==> src/rtl/loop_addr_gen_pkg.sv <==
// loop_addr_gen_pkg: shared types and limits for the nested-loop address generator.
package loop_addr_gen_pkg;
    typedef enum logic [0:0] {IDLE, RUN} agen_state_e;
    localparam int MAX_LOOPS = 4;
endpackage

==> src/rtl/loop_addr_gen_level.sv <==
// loop_level_ctr: one nested-loop level holding its index, bound, stride and running base address.
module loop_level_ctr #(
    parameter int ADDR_WIDTH = 16,
    parameter int CNT_WIDTH  = 8,
    parameter bit HOLD_BASE  = 1'b0
) (
    input  logic                  clk,
    input  logic                  rst,
    input  logic                  load,
    input  logic [CNT_WIDTH-1:0]  cfg_bound,
    input  logic [ADDR_WIDTH-1:0] cfg_base,
    input  logic [ADDR_WIDTH-1:0] cfg_stride,
    input  logic                  step,
    input  logic                  descend,
    input  logic [ADDR_WIDTH-1:0] refill,
    output logic [CNT_WIDTH-1:0]  idx,
    output logic                  at_bound,
    output logic [ADDR_WIDTH-1:0] next_base,
    output logic [ADDR_WIDTH-1:0] stride
);
    logic [CNT_WIDTH-1:0]  bound;
    logic [ADDR_WIDTH-1:0] lvl_base;

    assign at_bound  = idx == bound;
    assign next_base = lvl_base + stride;

    always_ff @(posedge clk or posedge rst) begin
        if (rst) begin
            idx      <= '0;
            bound    <= '0;
            lvl_base <= '0;
            stride   <= '0;
        end else if (load) begin
            idx      <= '0;
            bound    <= cfg_bound;
            lvl_base <= cfg_base;
            stride   <= cfg_stride;
        end else if (step) begin
            idx      <= at_bound ? '0 : idx + 1'b1;
            lvl_base <= descend ? refill : (HOLD_BASE ? lvl_base : next_base);
        end
    end
endmodule

==> src/rtl/loop_addr_gen.sv <==
// loop_addr_gen: nested-loop address generator with valid/ready output and one-cycle done pulse.
module loop_addr_gen
    import loop_addr_gen_pkg::*;
#(
    parameter int ADDR_WIDTH = 16,
    parameter int CNT_WIDTH  = 8,
    parameter int NUM_LOOPS  = 3
) (
    input  logic                            clk_i,
    input  logic                            rst_i,
    input  logic                            cfg_valid_i,
    output logic                            cfg_ready_o,
    input  logic [ADDR_WIDTH-1:0]           base_i,
    input  logic [NUM_LOOPS*CNT_WIDTH-1:0]  bound_i,
    input  logic [NUM_LOOPS*ADDR_WIDTH-1:0] stride_i,
    input  logic                            abort_i,
    output logic                            addr_valid_o,
    input  logic                            addr_ready_i,
    output logic [ADDR_WIDTH-1:0]           addr_o,
    output logic [NUM_LOOPS*CNT_WIDTH-1:0]  idx_o,
    output logic                            last_o,
    output logic                            busy_o,
    output logic                            done_o
);
    agen_state_e           state, next_state;
    logic [NUM_LOOPS:0]    carry;
    logic [NUM_LOOPS-1:0]  at_bound;
    logic [ADDR_WIDTH-1:0] next_base [NUM_LOOPS];
    logic [ADDR_WIDTH-1:0] stride    [NUM_LOOPS];
    logic [ADDR_WIDTH-1:0] stop_base;
    logic                  load, xfer, done_q;

    assign load     = cfg_valid_i && cfg_ready_o;
    assign xfer     = addr_valid_o && addr_ready_i;
    assign carry[0] = xfer;

    for (genvar g = 0; g < NUM_LOOPS; g++) begin : g_lvl
        // Carry reaches level g+1 only when every level at or below g sits at its bound.
        assign carry[g+1] = xfer && &at_bound[g:0];
        loop_level_ctr #(
            .ADDR_WIDTH(ADDR_WIDTH),
            .CNT_WIDTH (CNT_WIDTH),
            .HOLD_BASE (g == 0)
        ) u_lvl (
            .clk       (clk_i),
            .rst       (rst_i),
            .load      (load),
            .cfg_bound (bound_i[g*CNT_WIDTH +: CNT_WIDTH]),
            .cfg_base  (base_i),
            .cfg_stride(stride_i[g*ADDR_WIDTH +: ADDR_WIDTH]),
            .step      (carry[g]),
            .descend   (carry[g+1]),
            .refill    (stop_base),
            .idx       (idx_o[g*CNT_WIDTH +: CNT_WIDTH]),
            .at_bound  (at_bound[g]),
            .next_base (next_base[g]),
            .stride    (stride[g])
        );
    end

    // New base of the level where the carry stops; lower levels restart from it.
    always_comb begin
        stop_base = '0;
        for (int k = 1; k < NUM_LOOPS; k++)
            stop_base = (carry[k] && !carry[k+1]) ? next_base[k] : stop_base;
    end

    always_ff @(posedge clk_i or posedge rst_i) begin
        if (rst_i) state <= IDLE;
        else       state <= next_state;
    end

    always_comb begin
        next_state = (state == IDLE) ? (cfg_valid_i ? RUN : IDLE)
                   : ((abort_i || (xfer && last_o)) ? IDLE : RUN);
    end

    always_comb begin
        cfg_ready_o  = state == IDLE;
        busy_o       = state == RUN;
        addr_valid_o = busy_o;
        last_o       = busy_o && &at_bound;
        done_o       = done_q;
    end

    always_ff @(posedge clk_i or posedge rst_i) begin
        if (rst_i) begin
            addr_o <= '0;
            done_q <= 1'b0;
        end else begin
            done_q <= xfer && last_o;
            if (load)
                addr_o <= base_i;
            else if (xfer && !last_o)
                addr_o <= carry[1] ? stop_base : addr_o + stride[0];
        end
    end
endmodule

==> config.mk <==
export PLATFORM = sky130hd
export DESIGN_NAME = loop_addr_gen
export DESIGN_NICKNAME = d
export VERILOG_FILES = /design/src/rtl/loop_addr_gen_pkg.sv /design/src/rtl/loop_addr_gen_level.sv /design/src/rtl/loop_addr_gen.sv
export SDC_FILE = /design/constraint.sdc
export NUM_CORES = 1
export LEC_CHECK = 0
export CAP_MARGIN = 40
export CORE_MARGIN = 8
export CORE_UTILIZATION = 55
export CTS_CLUSTER_SIZE = 10
export DETAILED_ROUTE_END_ITERATION = 8
export PLACE_DENSITY = 0.82
export SLEW_MARGIN = 20
export SYNTH_ARGS = -nofsm -noshare
export SYNTH_HDL_FRONTEND = slang
export SYNTH_SLANG_ARGS = --single-unit
==> constraint.sdc <==
create_clock -name clk_i -period 5.5 [get_ports clk_i]
set_clock_uncertainty 0.2 [all_clocks]
set_input_delay 0.825 -clock clk_i [delete_from_list [all_inputs] [get_ports clk_i]]
set_output_delay 0.825 -clock clk_i [all_outputs]
set_load 0.02 [all_outputs]
==> Implementation_results.wiki <==
{| class="wikitable"
! Metric !! Value
|-
| Outcome || completed
|-
| Num ports || ~140
|-
| Pin count of the biggest net entering global routing || between 60 and 70
|-
| Antenna violations before repair || 0
|-
| Latest clock arrival within the worst-skew pair || approximately 440 ps
|-
| TritonCTS buffer count || 17
|-
| Pin slew with the least headroom to its limit || 742.7 ps
|-
| Count of maximum capacitance violations || 0
|-
| Wire length per cell || 18.33 um
|-
| Commonest non-fill, non-tap cell in the layout || nand2_1
|-
| Type of element launching the critical path || flop
|-
| Clock net sink count || around 150
|-
| Utilization after layout || 0.7072
|-
| H-tree levels || 4
|-
| Post-synthesis sequential element count || about 150
|-
| Number of global-route vias before repair || roughly 7800
|-
| Areal power density over the cells || about 470 nW/um^2
|-
| Min Tclk post-route || 4127 ps
|-
| Top_reg_cell synth || dfrtp_1
|-
| Share of layout cells above drive strength 1 || 0.06256
|-
| Reported net switching power || 2017 uW
|-
| First-pass DRT Iterations || 5
|-
| Fin. max-slew vios || 0
|-
| Post-synth ARST share || 1.000
|-
| Min-Delay Path Class || flop to flop
|-
| Total die area || between 15000 and 20000 sq um
|-
| Required time of the critical path || roughly 4500 ps
|-
| Root Buffer || clkbuf_16
|-
| Setup slack of the worst register-to-register path || 2150 ps
|-
| Final WL || roughly 25000 um
|-
| Non-Filler Cell Area, Final || 10790 sq um
|-
| RSZ-0062 raised after global routing || no
|-
| Via Count || between 7000 and 8000
|-
| Core Region || between 15000 and 20000 sq um
|-
| Number of buffer cells added on primary ports || around 140
|-
| Total number of placement rows || 45
|-
| Seq/Total Area, Yosys || 0.4247
|-
| Count of different cell masters after synthesis || 67
|-
| Largest voltage drop on the vdd net || 0.0002763 V
|-
| Fraction of the cycle the final worst path needs || 0.7503
|-
| Final-layout setup total negative slack || 0 ps
|-
| Final count of hold timing violations || 0
|-
| Largest incremental delay on the critical path || 630 ps
|-
| Clock share of power || 0.226
|-
| Half-perimeter wire length after detailed placement || between 15000 and 20000 um
|-
| Die width || between 100 and 150 um
|-
| Global-route wire length before repair || 40240 um
|-
| Setup violations, final || 0
|-
| LEAKAGE || between 0.004 and 0.005 uW
|-
| List of cells traversed by the critical path || xor2_1, nor4_2, nand2_2, nor4_2, and2_1, clkdlybuf4s50_1
|-
| Post-synthesis area per instance || ~8.7 sq um
|-
| Layout overhead on the synthesized area || 25.42%
|-
| DP Area || 10220 sq um
|-
| CTS tree || done
|-
| FMAX || between 200 and 250 MHz
|-
| Setup crit end kind || output pin
|-
| Cells after synthesis || between 900 and 1000
|-
| Top library cells by usage in the layout, fill and taps aside || nand2_1, dfrtp_1, clkdlybuf4s50_1
|-
| Switching share of total power || 0.3976
|-
| Count of flip-flops with a built-in enable after synthesis || 0
|-
| Global routing usage summed across all routing layers || 0.2548
|-
| Most frequent cell on the critical path || nor4_2
|-
| Die span in y || 141.1 um
|-
| Arrival @ worst endpoint || approximately 3100 ps
|-
| Number of warnings printed during yosys synthesis || 0
|-
| Worst hold slack || roughly 280 ps
|-
| Sequential cell fraction of total power || 0.307
|-
| Final GP Congestion || around 0.96
|-
| Tightest slew margin relative to the limit || 0.5031
|-
| Effective utilization at floorplan || 0.5638
|-
| Initial drt markers || around 670
|-
| Max Buffers Root-to-Sink || 2
|-
| Area of the mapped netlist || approximately 8600 sq um
|-
| CTS hold repair buffers || 0
|-
| Number of antenna diodes || 0
|-
| Cell with the biggest individual delay on the critical path || clkdlybuf4s50_1
|-
| Peak fanout along the critical path || 18
|-
| Category of the critical setup timing path || flop to output pin
|-
| Leftover overflow at the end of global routing || 0
|-
| Post-DRT Antenna Nets || 0
|-
| DRC violations left || 0
|-
| Net count after synthesis || between 1000 and 1500
|-
| Gate power share || 0.466
|-
| Count of filler cells inserted in the layout || between 1000 and 1500
|-
| Mean number of vias per cell || just under 6
|-
| P_int || 3055 uW
|-
| Number of resized instances in the post-cts repair step || 0
|-
| Final Net Count || between 1000 and 1500
|-
| Clock slew at reported path FFs || 60 ps
|-
| Post-CTS setup buffer count || 0
|}
[critical path, delay by kind of cell (launching register included)]
family                    cells  cell delay (ps)
xor gates and xnor gates      1              200
buffers and inverters         1              630
and+or+nand+nor               4             1380
DFF                           1              450
[layout make-up]
type                    count  area, sq um  area share
clock buffers              23        467.9     0.04337
repair buffers            150         1489      0.1380
flip-flops and latches    146         3654      0.3386
well taps                 211        264.0     0.02447
clock inverters             9        106.4    0.009856
inverters                  16        65.06    0.006030
multi-input cells         791         4745      0.4397
[flip-flops by register name, summed over array words and instances (netlist names)]
name,count
g_lvl.u_lvl.stride,48
g_lvl.u_lvl.idx,24
g_lvl.u_lvl.bound,24
addr_valid_o,1
addr_o,16
done_o,1
g_lvl.u_lvl.lvl_base,32
[power by group through the flow]
| stage | clock, uW | combinational (uW) | sequential, uW |
|---|---|---|---|
| after detailed placement | 0 | 2330 | 1570 |
| after floorplan | 0 | 1630 | 1570 |
| after global routing | 1200 | 2610 | 1580 |
| after CTS | 1150 | 2340 | 1560 |
| final | 1150 | 2370 | 1560 |
| after global placement | 0 | 2280 | 1570 |
[kinds of logic after synthesis]
family,count (synthesis),synth area share
XOR/XNOR,75,0.07635
AND/OR/NAND/NOR,437,0.2195
AO/OA/AOI/OAI,224,0.1728
adder cells (fa/ha/maj),51,0.07679
buffers and inverters,54,0.02501
flip-flops,146,0.4247
multiplexers,4,0.004945
[per-stage QoR]
| stage | instances | setup WS [ps] | power, uW |
|---|---|---|---|
| 3_3_place_gp | 1311 | 1886 | 3845 |
| 4_1_cts | 1346 | 1413 | 5051 |
| 3_5_place_dp | 1314 | 1882 | 3898 |
| 5_1_grt | 1346 | 1207 | 5394 |
| 6_report | 1346 | 1373 | 5072 |
| 2_1_floorplan | 991 | 552.0 | 3201 |
[synthesized netlist by cell type, types with 5 or more instances]
cell type	instances	area [sq um]
dfrtp_1	146	3654
a22o_1	5	43.79
xor2_1	40	350.3
inv_1	15	56.30
a21oi_1	69	345.3
o22ai_1	7	43.79
o21a_1	8	60.06
a31oi_1	7	43.79
a21o_1	12	90.09
o21ai_0	31	155.2
o31ai_1	6	45.04
and2_1	8	50.05
a221oi_1	8	70.07
o21bai_1	9	67.56
nand2_1	267	1002
buf_1	8	30.03
ha_1	48	600.6
nor3_1	12	60.06
o21ai_1	11	55.05
buf_2	7	35.03
nand4_1	15	93.84
or3_1	5	31.28
nor2_1	84	315.3
clkbuf_1	22	82.58
and3_1	6	37.54
a211oi_1	13	97.59
nand3_1	10	50.05
xnor2_1	35	306.5
[routing by layer]
layer	vias up	part of all wire	track usage
met5	-	0	0
met2	310	0.47	0.4069
met1	3714	0.42	0.3222
met3	44	0.087	0.07495
li1	3707	-	-
met4	0	0.026	0.09219
[final timing paths]
check	start	endpoint	depth (start not counted)
setup reg to reg	g_lvl[2].u_lvl.lvl_base[0]$_DFFE_PP0P_	addr_o[14]$_DFFE_PP0P_	10
min in group asynchronous	rst_i	g_lvl[0].u_lvl.bound[3]$_DFFE_PP0P_	2
setup / recovery	g_lvl[1].u_lvl.idx[3]$_DFFE_PP0P_	last_o	6
max in group asynchronous	rst_i	g_lvl[0].u_lvl.stride[10]$_DFFE_PP0P_	4
hold reg to reg	g_lvl[0].u_lvl.stride[13]$_DFFE_PP0P_	g_lvl[0].u_lvl.stride[13]$_DFFE_PP0P_	2
hold / removal	g_lvl[0].u_lvl.stride[13]$_DFFE_PP0P_	g_lvl[0].u_lvl.stride[13]$_DFFE_PP0P_	2
Note: power is estimated with default switching activity, not from simulation.
